==> src/rtl/booth16_mul_seq.sv <==
// Iterative radix-16 Booth multiplier that retires one digit per cycle into a 2W-bit accumulator.
// Optional early termination is enabled by the BOOTH16_MUL_SEQ_EARLY_TERM_EN macro.
module booth16_mul_seq #(
  parameter int W = 8
) (
  input  logic           iClk,
  input  logic           iRst,
  input  logic           iValid,
  output logic           oReady,
  input  logic           iUnsigned,
  input  logic [W-1:0]   iDatA,
  input  logic [W-1:0]   iDatB,
  output logic           oValid,
  input  logic           iReady,
  output logic [2*W-1:0] oDat,
  output logic           oBusy
);

  localparam int D  = (W + 4) / 4;
  localparam int MW = 4 * D + 1;
  localparam int IW = $clog2(D + 1);

  typedef enum logic [1:0] {
    S_IDLE    = 2'd0,
    S_PRECOMP = 2'd1,
    S_ITER    = 2'd2,
    S_DONE    = 2'd3
  } state_t;

  state_t                r_state;
  state_t                w_state_nxt;
  logic [W-1:0]          r_a;
  logic [W-1:0]          r_b;
  logic                  r_uns;
  logic signed [W+3:0]   r_x1;
  logic signed [W+3:0]   r_x3;
  logic signed [W+3:0]   r_x5;
  logic signed [W+3:0]   r_x7;
  logic [2*W-1:0]        r_acc;
  logic [MW-1:0]         r_mul;
  logic [IW-1:0]         r_idx;

  logic signed [W+3:0]   w_ax;
  logic [4*D-1:0]        w_bext;
  logic signed [4:0]     w_dig;
  logic                  w_neg;
  logic [4:0]            w_mag;
  logic signed [W+3:0]   w_sel;
  logic signed [W+3:0]   w_pp;
  logic signed [2*W-1:0] w_pp_ext;
  logic [IW+1:0]         w_sh;
  logic [MW-1:0]         w_mul_shift;
  logic                  w_last;
  logic                  w_early;

  assign w_ax   = r_uns ? {4'b0000, r_a} : {{4{r_a[W-1]}}, r_a};
  assign w_bext = r_uns ? {{(4*D-W){1'b0}}, r_b} : {{(4*D-W){r_b[W-1]}}, r_b};

  // The low 5 bits hold b3..b0 plus b[-1]; the signed nibble plus b[-1] is the digit.
  assign w_dig = $signed({r_mul[4], r_mul[4:1]}) + $signed({4'b0000, r_mul[0]});
  assign w_neg = w_dig[4];
  assign w_mag = w_neg ? -w_dig : w_dig;

  // Select the digit magnitude from the precomputed odd multiples.
  always_comb begin
    w_sel = '0;
    case (w_mag)
      5'd0:    w_sel = '0;
      5'd1:    w_sel = r_x1;
      5'd2:    w_sel = r_x1 <<< 1;
      5'd3:    w_sel = r_x3;
      5'd4:    w_sel = r_x1 <<< 2;
      5'd5:    w_sel = r_x5;
      5'd6:    w_sel = r_x3 <<< 1;
      5'd7:    w_sel = r_x7;
      5'd8:    w_sel = r_x1 <<< 3;
      default: w_sel = '0;
    endcase
  end

  assign w_pp        = w_neg ? (~w_sel + (W+4)'(1)) : w_sel;
  assign w_pp_ext    = w_pp;
  assign w_sh        = {r_idx, 2'b00};
  assign w_mul_shift = {{4{r_mul[MW-1]}}, r_mul[MW-1:4]};
  assign w_last      = (r_idx == IW'(D - 1));

`ifdef BOOTH16_MUL_SEQ_EARLY_TERM_EN
  // Remaining bits all equal means every remaining digit is zero.
  assign w_early = (w_mul_shift == '0) || (&w_mul_shift);
`else
  assign w_early = 1'b0;
`endif

  // State register.
  always_ff @(posedge iClk or posedge iRst) begin
    if (iRst) begin
      r_state <= S_IDLE;
    end else begin
      r_state <= w_state_nxt;
    end
  end

  // Next-state and handshake decode.
  always_comb begin
    w_state_nxt = r_state;
    oReady      = 1'b0;
    oValid      = 1'b0;
    oBusy       = 1'b1;
    case (r_state)
      S_IDLE: begin
        oReady = 1'b1;
        oBusy  = 1'b0;
        if (iValid) begin
          w_state_nxt = S_PRECOMP;
        end else begin
          w_state_nxt = S_IDLE;
        end
      end
      S_PRECOMP: begin
        w_state_nxt = S_ITER;
      end
      S_ITER: begin
        if (w_last || w_early) begin
          w_state_nxt = S_DONE;
        end else begin
          w_state_nxt = S_ITER;
        end
      end
      S_DONE: begin
        oValid = 1'b1;
        if (iReady) begin
          w_state_nxt = S_IDLE;
        end else begin
          w_state_nxt = S_DONE;
        end
      end
      default: begin
        w_state_nxt = S_IDLE;
        oBusy       = 1'b0;
      end
    endcase
  end

  // Operand capture, multiple precompute and digit accumulation.
  always_ff @(posedge iClk or posedge iRst) begin
    if (iRst) begin
      r_a   <= '0;
      r_b   <= '0;
      r_uns <= 1'b0;
      r_x1  <= '0;
      r_x3  <= '0;
      r_x5  <= '0;
      r_x7  <= '0;
      r_acc <= '0;
      r_mul <= '0;
      r_idx <= '0;
    end else begin
      case (r_state)
        S_IDLE: begin
          if (iValid) begin
            r_a   <= iDatA;
            r_b   <= iDatB;
            r_uns <= iUnsigned;
          end
        end
        S_PRECOMP: begin
          r_x1  <= w_ax;
          r_x3  <= w_ax + (w_ax <<< 1);
          r_x5  <= w_ax + (w_ax <<< 2);
          r_x7  <= (w_ax <<< 3) - w_ax;
          r_acc <= '0;
          r_mul <= {w_bext, 1'b0};
          r_idx <= '0;
        end
        S_ITER: begin
          r_acc <= r_acc + (w_pp_ext << w_sh);
          r_mul <= w_mul_shift;
          r_idx <= r_idx + IW'(1);
        end
        default: begin
          r_idx <= r_idx;
        end
      endcase
    end
  end

  assign oDat = r_acc;

endmodule
==> config.mk <==
export PLATFORM = sky130hd
export DESIGN_NAME = booth16_mul_seq
export DESIGN_NICKNAME = d
export VERILOG_FILES = /design/src/rtl/booth16_mul_seq.sv
export SDC_FILE = /design/constraint.sdc
export NUM_CORES = 1
export LEC_CHECK = 0
export ABC_AREA = 1
export BUFFER_PORTS_ARGS = -buffer_cell sky130_fd_sc_hd__buf_2
export CAP_MARGIN = 20
export CORE_MARGIN = 10
export CORE_UTILIZATION = 30
export CTS_BUF_LIST = sky130_fd_sc_hd__clkbuf_16
export CTS_CLUSTER_DIAMETER = 50
export DETAILED_ROUTE_END_ITERATION = 10
export GPL_ROUTABILITY_DRIVEN = 0
export GPL_TIMING_DRIVEN = 0
export PLACE_DENSITY = 0.47
export SLEW_MARGIN = 30
export SYNTH_ARGS = -nofsm -noshare
export SYNTH_HDL_FRONTEND = slang
export SYNTH_SLANG_ARGS = --single-unit
==> constraint.sdc <==
create_clock -name iClk -period 4.15 [get_ports iClk]
set_input_delay 0.6225 -clock iClk [delete_from_list [all_inputs] [get_ports iClk]]
set_output_delay 0.6225 -clock iClk [all_outputs]
set_load 0.02 [all_outputs]
==> metrics, run 1 <==
Slowest-stage cell, CP dfrtp_1; synth top area cells dfrtp_1 34%, nand2_1 15%, ha_1 10%; initial antenna violation count 0; ys flop type dfrtp_1; TNS Setup -1.22 ns; RSZ-0062 raised after global routing yes; Critical Path Max Stage Delay 0.41 ns; Top cell by count, worst path nand2_1; synth cell count leaders 245 x nand2_1, 108 x nor2_1, 93 x inv_1, 85 x dfrtp_1, 84 x o21ai_0; clock sink count 85; synthesis warning total 0; Mapped Area 6190 sq um; site row count 52; CP max FO 4; Worst Tran Pin Value 0.727 ns; DR vias/cell 4.68; Cell variety after synth 36; hold crit path type in2async; cell accounting for the most synthesized area dfrtp_1; worst path required time 4.44 ns; register bit total from synthesis 85; Final WS setup -0.299 ns; fin area 8010 sq um; Mean Syn Cell Area 7.08 sq um; Diodes inserted 0; post-synthesis sequential area ratio 34.4%; Pins Over Slew Limit 0; DRT Wirelength 18.0 mm; wire per inst 14.4 microns; skew final 0.0148 ns; post-route ant nets 0; die area 26800 sq um; Layout area overhead 29.4%; Buffers on Ports 39; DRC 0; status complete, but fails checks; CTS tree built; number of synthesized flops with an enable pin 0; Core Area 20200 sq um; asr flop ratio synth 100%; area post-placement 6780 sq um; Global Route Usage Sum 13.5%; largest net degree at the start of global routing 53; Starting Density 30.6%; fin crit share 107%; CP arrival 4.74 ns; slew margin rel. 51.5%; Bufs on Longest Clock Path 2; Achievable Freq 225 MHz; Die H 164 microns; share of the synthesized area in the top cell type 34.4%; dpl hpwl 13.5 mm; CP Class reg2reg; register area 2130 sq um; TritonRoute pass-1 iters 5; final setup vio count 7; first-pass GRT wire length 29.2 mm; Tmin final 4.45 ns; GR Overflow Total 0; CP Buf/Inv Count 3; share of layout cells above drive strength 1 25.7%; Hold Fails Final Rpt 0; I/O pins 40; syn_nets 948; Filler cells 2104; area of the multi-input gates 4140 sq um; Worst-path clk slew 0.08 ns; htree depth 3; failing checks negative setup slack; Post-Synthesis Cells 874; startpoint types flop; crit end category flop; nets 1046; Clock Latency Late Sink 0.35 ns; vias in the first global route 5740; CTS Hold Bufs 0; most common cell in the netlist nand2_1; clk root buf clkbuf_16; via count of the routed design 5841; delay-heaviest family, CP simple AND/OR/NAND/NOR gates; drt first-iter violations 363; Die X 164 microns; max_cap viols 0; TritonCTS Buffers 9
==> registers in the layout, indices dropped and copies added, names as in the netlist <==
| register | count |
|---|---|
| r_b | 8 |
| r_x1 | 9 |
| r_idx | 2 |
| r_x5 | 9 |
| r_a | 8 |
| r_mul | 11 |
| r_x7 | 11 |
| r_state | 2 |
| r_uns | 1 |
| r_x3 | 8 |
| oDat | 16 |
==> area by class of cell <==
type,count,share of cell area [%]
Clock buffer,9,2.81
Clock inverter,7,1.08
Tap cell,270,4.22
Sequential cell,85,26.6
Multi-Input combinational cell,670,51.7
Buffer,19,0.985
Timing Repair Buffer,87,7.78
Inverter,100,4.84
==> repair_timing <==
item | CTS | global route
endpoints found under the setup margin | 9 | 10
buffers inserted | 35 | 12
resized for setup | 70 | 77
pin swaps | 54 | 69
==> kinds of logic (layout without fill, tap and decap cells) <==
| logic type | Yosys count | in the layout | share of synthesized area [%] |
|---|---|---|---|
| simple gates | 428 | 428 | 29.0 |
| compound gates | 167 | 167 | 14.8 |
| mux | 6 | 6 | 1.09 |
| flops | 85 | 85 | 34.4 |
| buf+inv | 119 | 222 | 7.34 |
| xor+xnor | 16 | 16 | 2.26 |
| fa+ha+maj | 53 | 53 | 11.1 |
==> worst reg2reg max path: cells and delay by family, from the launching register on <==
kind	cells	cell delay, ns
and+or+nand+nor	23	2.11
AOI/OAI and AO/OA	6	0.74
adders and majority gates	2	0.44
DFF	1	0.41
buffers and inverters	3	0.34
xor gates and xnor gates	2	0.31
==> per-layer routing <==
layer / vias up / wire (microns) / global-route usage [%] / share of wire [%]
met5: - / 0 / 0 / 0
met4: 0 / 250 / 4.22 / 1.4
met3: 14 / 640 / 1.76 / 3.6
met2: 103 / 8130 / 21.3 / 45
met1: 2699 / 8980 / 18.6 / 50
li1: 3025 / - / - / -
==> stage by stage <==
step	instances	hold WS [ns]	setup WS (ns)	utilization (%)
floorplan	874	0.442	0.00129	-
global placement	1183	0.472	-0.675	33.4
detailed placement	1184	0.475	-0.672	33.5
CTS	1235	0.266	-0.231	37.5
global route	1247	0.282	-0.578	39.6
finish	1247	0.258	-0.299	39.6
==> worst paths after layout <==
path	start	to	slack [ns]	cells after the start
worst min register to register	r_x5[2]$_DFFE_PP0N_	r_x5[2]$_DFFE_PP0N_	0.49	2
worst max register to register	r_mul[0]$_DFFE_PP0P_	oDat[12]$_DFFE_PP0P_	-0.30	36
min in group iClk	r_x5[2]$_DFFE_PP0N_	r_x5[2]$_DFFE_PP0N_	0.49	2
worst min-delay path	iRst	r_a[4]$_DFFE_PP0P_	0.26	2
worst max-delay path	r_mul[0]$_DFFE_PP0P_	oDat[12]$_DFFE_PP0P_	-0.30	36
max in group asynchronous	iRst	oDat[0]$_DFFE_PP0P_	3.30	3
==> layout by cell type (no fill, tap or decap), types with 12 or more instances in the layout <==
cell and instances:
nand2_1 216, nor2_1 90, inv_2 12, buf_2 39, nor2_4 15, nand2_2 32, clkbuf_1 18, buf_4 39
nor2_2 15, nand3_1 26, a21oi_1 38, o21ai_0 63, inv_1 84, a21oi_2 12, ha_1 37, o21ai_1 15
dfrtp_1 85
Power of run 1 is left out: the tool's default activity adds up to more than one toggle a clock period on the data nets, which glitch-free logic cannot reach.
==> inputs of run 2 (changes only) <==
Settings changed: TNS_END_PERCENT set to 50.
==> metrics, run 2 (same netlist as run 1, synthesis figures left out) <==
TritonRoute pass-1 iters 5; post-layout util 39.4%; slew margin rel. 51.2%; die area 26800 sq um; dpl hpwl 13.5 mm; CP arrival 4.73 ns; startpoint types flop; TritonCTS Buffers 9; GRT met1 Usage 18.6%; Starting Density 30.6%; Final WS setup -0.292 ns; htree depth 3; CTS Hold Bufs 0; commonest non-fill, non-tap cell in the layout nand2_1; Final Non-Filler Cells 1246; initial antenna violation count 0; area post-placement 6780 sq um; Worst-path clk slew 0.08 ns; max reg flops 16; clock sink count 85; Tmin final 4.44 ns; Layout area overhead 28.8%; hold crit path type in2async; post-route ant nets 0; clk root buf clkbuf_16; via count of the routed design 5807; Worst Tran Pin Value 0.732 ns; fin crit share 107%; nets 1045; DRC 0; vias in the first global route 5739; RSZ-0062 raised after global routing yes; crit end category flop; met2 usage 21.3%; DRT Wirelength 18.0 mm; Top cell by count, worst path nand2_1; CP Buf/Inv Count 3; commonest non-fill, non-tap cells in the layout 219 x nand2_1, 91 x nor2_1, 85 x dfrtp_1, 84 x inv_1, 64 x o21ai_0; skew final 0.0140 ns; I/O pins 40; drt first-iter violations 394; largest net degree at the start of global routing 53; max_cap viols 0; Core Area 20200 sq um; Die X 164 microns; final setup vio count 7; GR Overflow Total 0; Slowest-stage cell, CP dfrtp_1; delay-heaviest family, CP simple AND/OR/NAND/NOR gates; Diodes inserted 0; worst path required time 4.44 ns; TNS Setup -1.13 ns; Pins Over Slew Limit 0; Achievable Freq 225 MHz; failing checks negative setup slack; Buffers on Ports 39; Critical Path Max Stage Delay 0.41 ns; CTS tree built; CP Class reg2reg; GR peak layer met2; Global Route Usage Sum 13.5%; first-pass GRT wire length 29.2 mm; Die H 164 microns; Bufs on Longest Clock Path 2; wire per inst 14.4 microns; CP max FO 4; status complete, but fails checks; Hold Fails Final Rpt 0; DR vias/cell 4.66; Clock Latency Late Sink 0.35 ns; site row count 52; Post-Place Cells 1184; fin area 7970 sq um; met3 GRT Util 1.76%; share of layout cells above drive strength 1 25.0%
## run 2: worst register-to-register path, delay by kind of cell (launching register included)
family	cells	cell delay (ns)
buf+inv	3	0.34
simple gates	23	2.11
flops	1	0.41
fa+ha+maj	2	0.44
xor+xnor	2	0.32
compound gates	6	0.74
## run 2: what timing repair did
item | 4_1_cts | 5_1_grt
setup buffers | 35 | 11
pin swaps | 52 | 71
setup endpoints to repair | 9 | 10
gates resized for setup | 66 | 73
hold endpoints to repair | 0 | 0
## run 2: layout make-up
class                           instances  area, sq um
Multi-Input combinational cell        670         4110
Clock inverter                          7         86.3
Timing Repair Buffer                   86          616
Fill cell                            2108        12300
Clock buffer                            9          225
Sequential cell                        85         2130
Buffer                                 19         78.8
Inverter                              100          385
Tap cell                              270          338
## run 2: per-stage QoR
step / setup slack [ns] / hold WS (ns)
2_1_floorplan: 0.00129 / 0.442
3_3_place_gp: -0.675 / 0.472
3_5_place_dp: -0.672 / 0.475
4_1_cts: -0.231 / 0.266
5_1_grt: -0.585 / 0.282
6_report: -0.292 / 0.257
## run 2: final timing paths
check	from	slack [ns]	endpoint	cells after the start
setup / recovery	r_mul[0]$_DFFE_PP0P_	-0.29	oDat[12]$_DFFE_PP0P_	36
hold / removal	iRst	0.26	r_a[4]$_DFFE_PP0P_	2
setup reg to reg	r_mul[0]$_DFFE_PP0P_	-0.29	oDat[12]$_DFFE_PP0P_	36
hold reg to reg	r_x5[2]$_DFFE_PP0N_	0.49	r_x5[2]$_DFFE_PP0N_	2
max in group asynchronous	iRst	3.30	oDat[0]$_DFFE_PP0P_	3
min in group iClk	r_x5[2]$_DFFE_PP0N_	0.49	r_x5[2]$_DFFE_PP0N_	2
## run 2: layer usage
layer / vias up / part of all wire [%]
li1: 3021 / -
met1: 2679 / 50
met2: 93 / 45
met3: 14 / 3.2
met4: 0 / 1.5
met5: - / 0
Power of run 2 is left out for the same reason.
==> inputs of run 3 (changes only) <==
Settings changed: CORE_UTILIZATION 30 to 47, MAX_ROUTING_LAYER set to met4, PLACE_DENSITY 0.47 to 0.67, SLEW_MARGIN 30 to 0.
==> metrics, run 3 (same netlist as run 1, synthesis figures left out) <==
Top cell by count, worst path nand2_1; commonest non-fill, non-tap cell in the layout nand2_1; post-route ant nets 0; die area 18200 sq um; Starting Density 48.4%; final setup vio count 9; startpoint types flop; dpl hpwl 12.0 mm; GR Overflow Total 0; CP Class reg2reg; TNS Setup -1.61 ns; CP arrival 4.70 ns; clock sink count 85; commonest non-fill, non-tap cells in the layout 214 x nand2_1, 91 x nor2_1, 85 x dfrtp_1, 83 x inv_1, 61 x o21ai_0; Bufs on Longest Clock Path 2; max_cap viols 0; Filler cells 1124; Global Route Usage Sum 19.3%; Final WS setup -0.292 ns; max reg flops 16; Core Area 12800 sq um; crit end category flop; via count of the routed design 6145; drt first-iter violations 389; first-pass GRT wire length 27.9 mm; CTS Hold Bufs 0; Die X 135 microns; RR Startpoint r_mul[0]$_DFFE_PP0P_; Die H 135 microns; fin crit share 107%; Diodes inserted 0; Pins Over Slew Limit 0; DR vias/cell 5.27; Worst Tran Pin Value 0.643 ns; Clock Latency Late Sink 0.36 ns; Worst-path clk slew 0.07 ns; vias in the first global route 5697; DRC 0; TritonCTS Buffers 9; skew final 0.00787 ns; CP max FO 4; CP Launch Point r_mul[0]$_DFFE_PP0P_; share of layout cells above drive strength 1 26.0%; status complete, but fails checks; Tmin final 4.44 ns; Achievable Freq 225 MHz; I/O pins 40; nets 1064; Slowest-stage cell, CP dfrtp_1; TritonRoute pass-1 iters 5; Critical Path Max Stage Delay 0.43 ns; DRT Wirelength 17.4 mm; initial antenna violation count 0; RSZ-0062 raised after global routing yes; clk root buf clkbuf_16; Buffers on Ports 39; hold crit path type in2async; wire per inst 14.9 microns; Hold Fails Final Rpt 0; failing checks negative setup slack; site row count 41; Layout area overhead 27.3%; CTS tree built; largest net degree at the start of global routing 68; slew margin rel. 57.1%; htree depth 3; worst path required time 4.41 ns
run 3: changes by cell type in the layout (fill, tap and decap cells not counted), sizes merged:
| cell | before | now |
|---|---|---|
| inv | 105 | 100 |
| buf | 87 | 106 |
| clkinv | 0 | 4 |
run 3: area by class of cell:
cell class	count	area (sq um)	area share [%]
sequential	85	2130	27.0
inverter	100	380	4.83
clock buffer	9	225	2.86
multi-input combinational	670	4040	51.2
timing repair buffer	105	759	9.64
clock inverter	6	55.1	0.699
buffer	19	78.8	1.00
tap	172	215	2.73
run 3: per-stage QoR:
step / cell area [sq um] / cells / hold WS [ns] / utilization (%) / worst slack, ns
2_1_floorplan: 6220 / 874 / 0.442 / - / 0.00129
3_3_place_gp: 6630 / 1085 / 0.471 / 51.9 / -0.540
3_5_place_dp: 6660 / 1086 / 0.481 / 52.1 / -0.593
4_1_cts: 7380 / 1141 / 0.219 / 57.8 / -0.211
5_1_grt: 7880 / 1166 / 0.235 / 61.7 / -0.581
6_report: 7880 / 1166 / 0.211 / 61.7 / -0.292
run 3: path summary, 6_finish.rpt:
| kind | endpoint | slack, ns | depth (start not counted) |
|---|---|---|---|
| max | oDat[12]$_DFFE_PP0P_ | -0.29 | 37 |
| min | r_a[5]$_DFFE_PP0P_ | 0.21 | 2 |
| max reg2reg | oDat[12]$_DFFE_PP0P_ | -0.29 | 37 |
| min reg2reg | r_x7[2]$_DFFE_PP0N_ | 0.50 | 2 |
| max in group asynchronous | oDat[4]$_DFFE_PP0P_ | 3.32 | 3 |
| min in group iClk | r_b[0]$_DFFE_PP0P_ | 0.49 | 2 |
run 3: layer usage:
| metal | share of wire, % | up-vias | GRT usage, % |
|---|---|---|---|
| li1 | - | 3072 | - |
| met1 | 47 | 2878 | 25.9 |
| met2 | 47 | 169 | 29.0 |
| met3 | 4.1 | 26 | 2.82 |
| met4 | 1.9 | 0 | 6.83 |
| met5 | 0 | - | - |
run 3: critical path: cells and delay by family, from the launching register on:
kind / cells / cell delay (ns)
xor gates and xnor gates: 1 / 0.18
adders and majority gates: 3 / 0.72
buffers and inverters: 4 / 0.31
AOI/OAI and AO/OA: 4 / 0.39
and+or+nand+nor: 25 / 2.29
DFF: 1 / 0.43
run 3: what timing repair did:
| action | in CTS | in global routing |
|---|---|---|
| setup endpoints to repair | 9 | 12 |
| cloned | 0 | 0 |
| gates resized for setup | 46 | 86 |
| pin swaps | 38 | 75 |
| buffers inserted | 40 | 25 |
Power of run 3 is left out for the same reason.
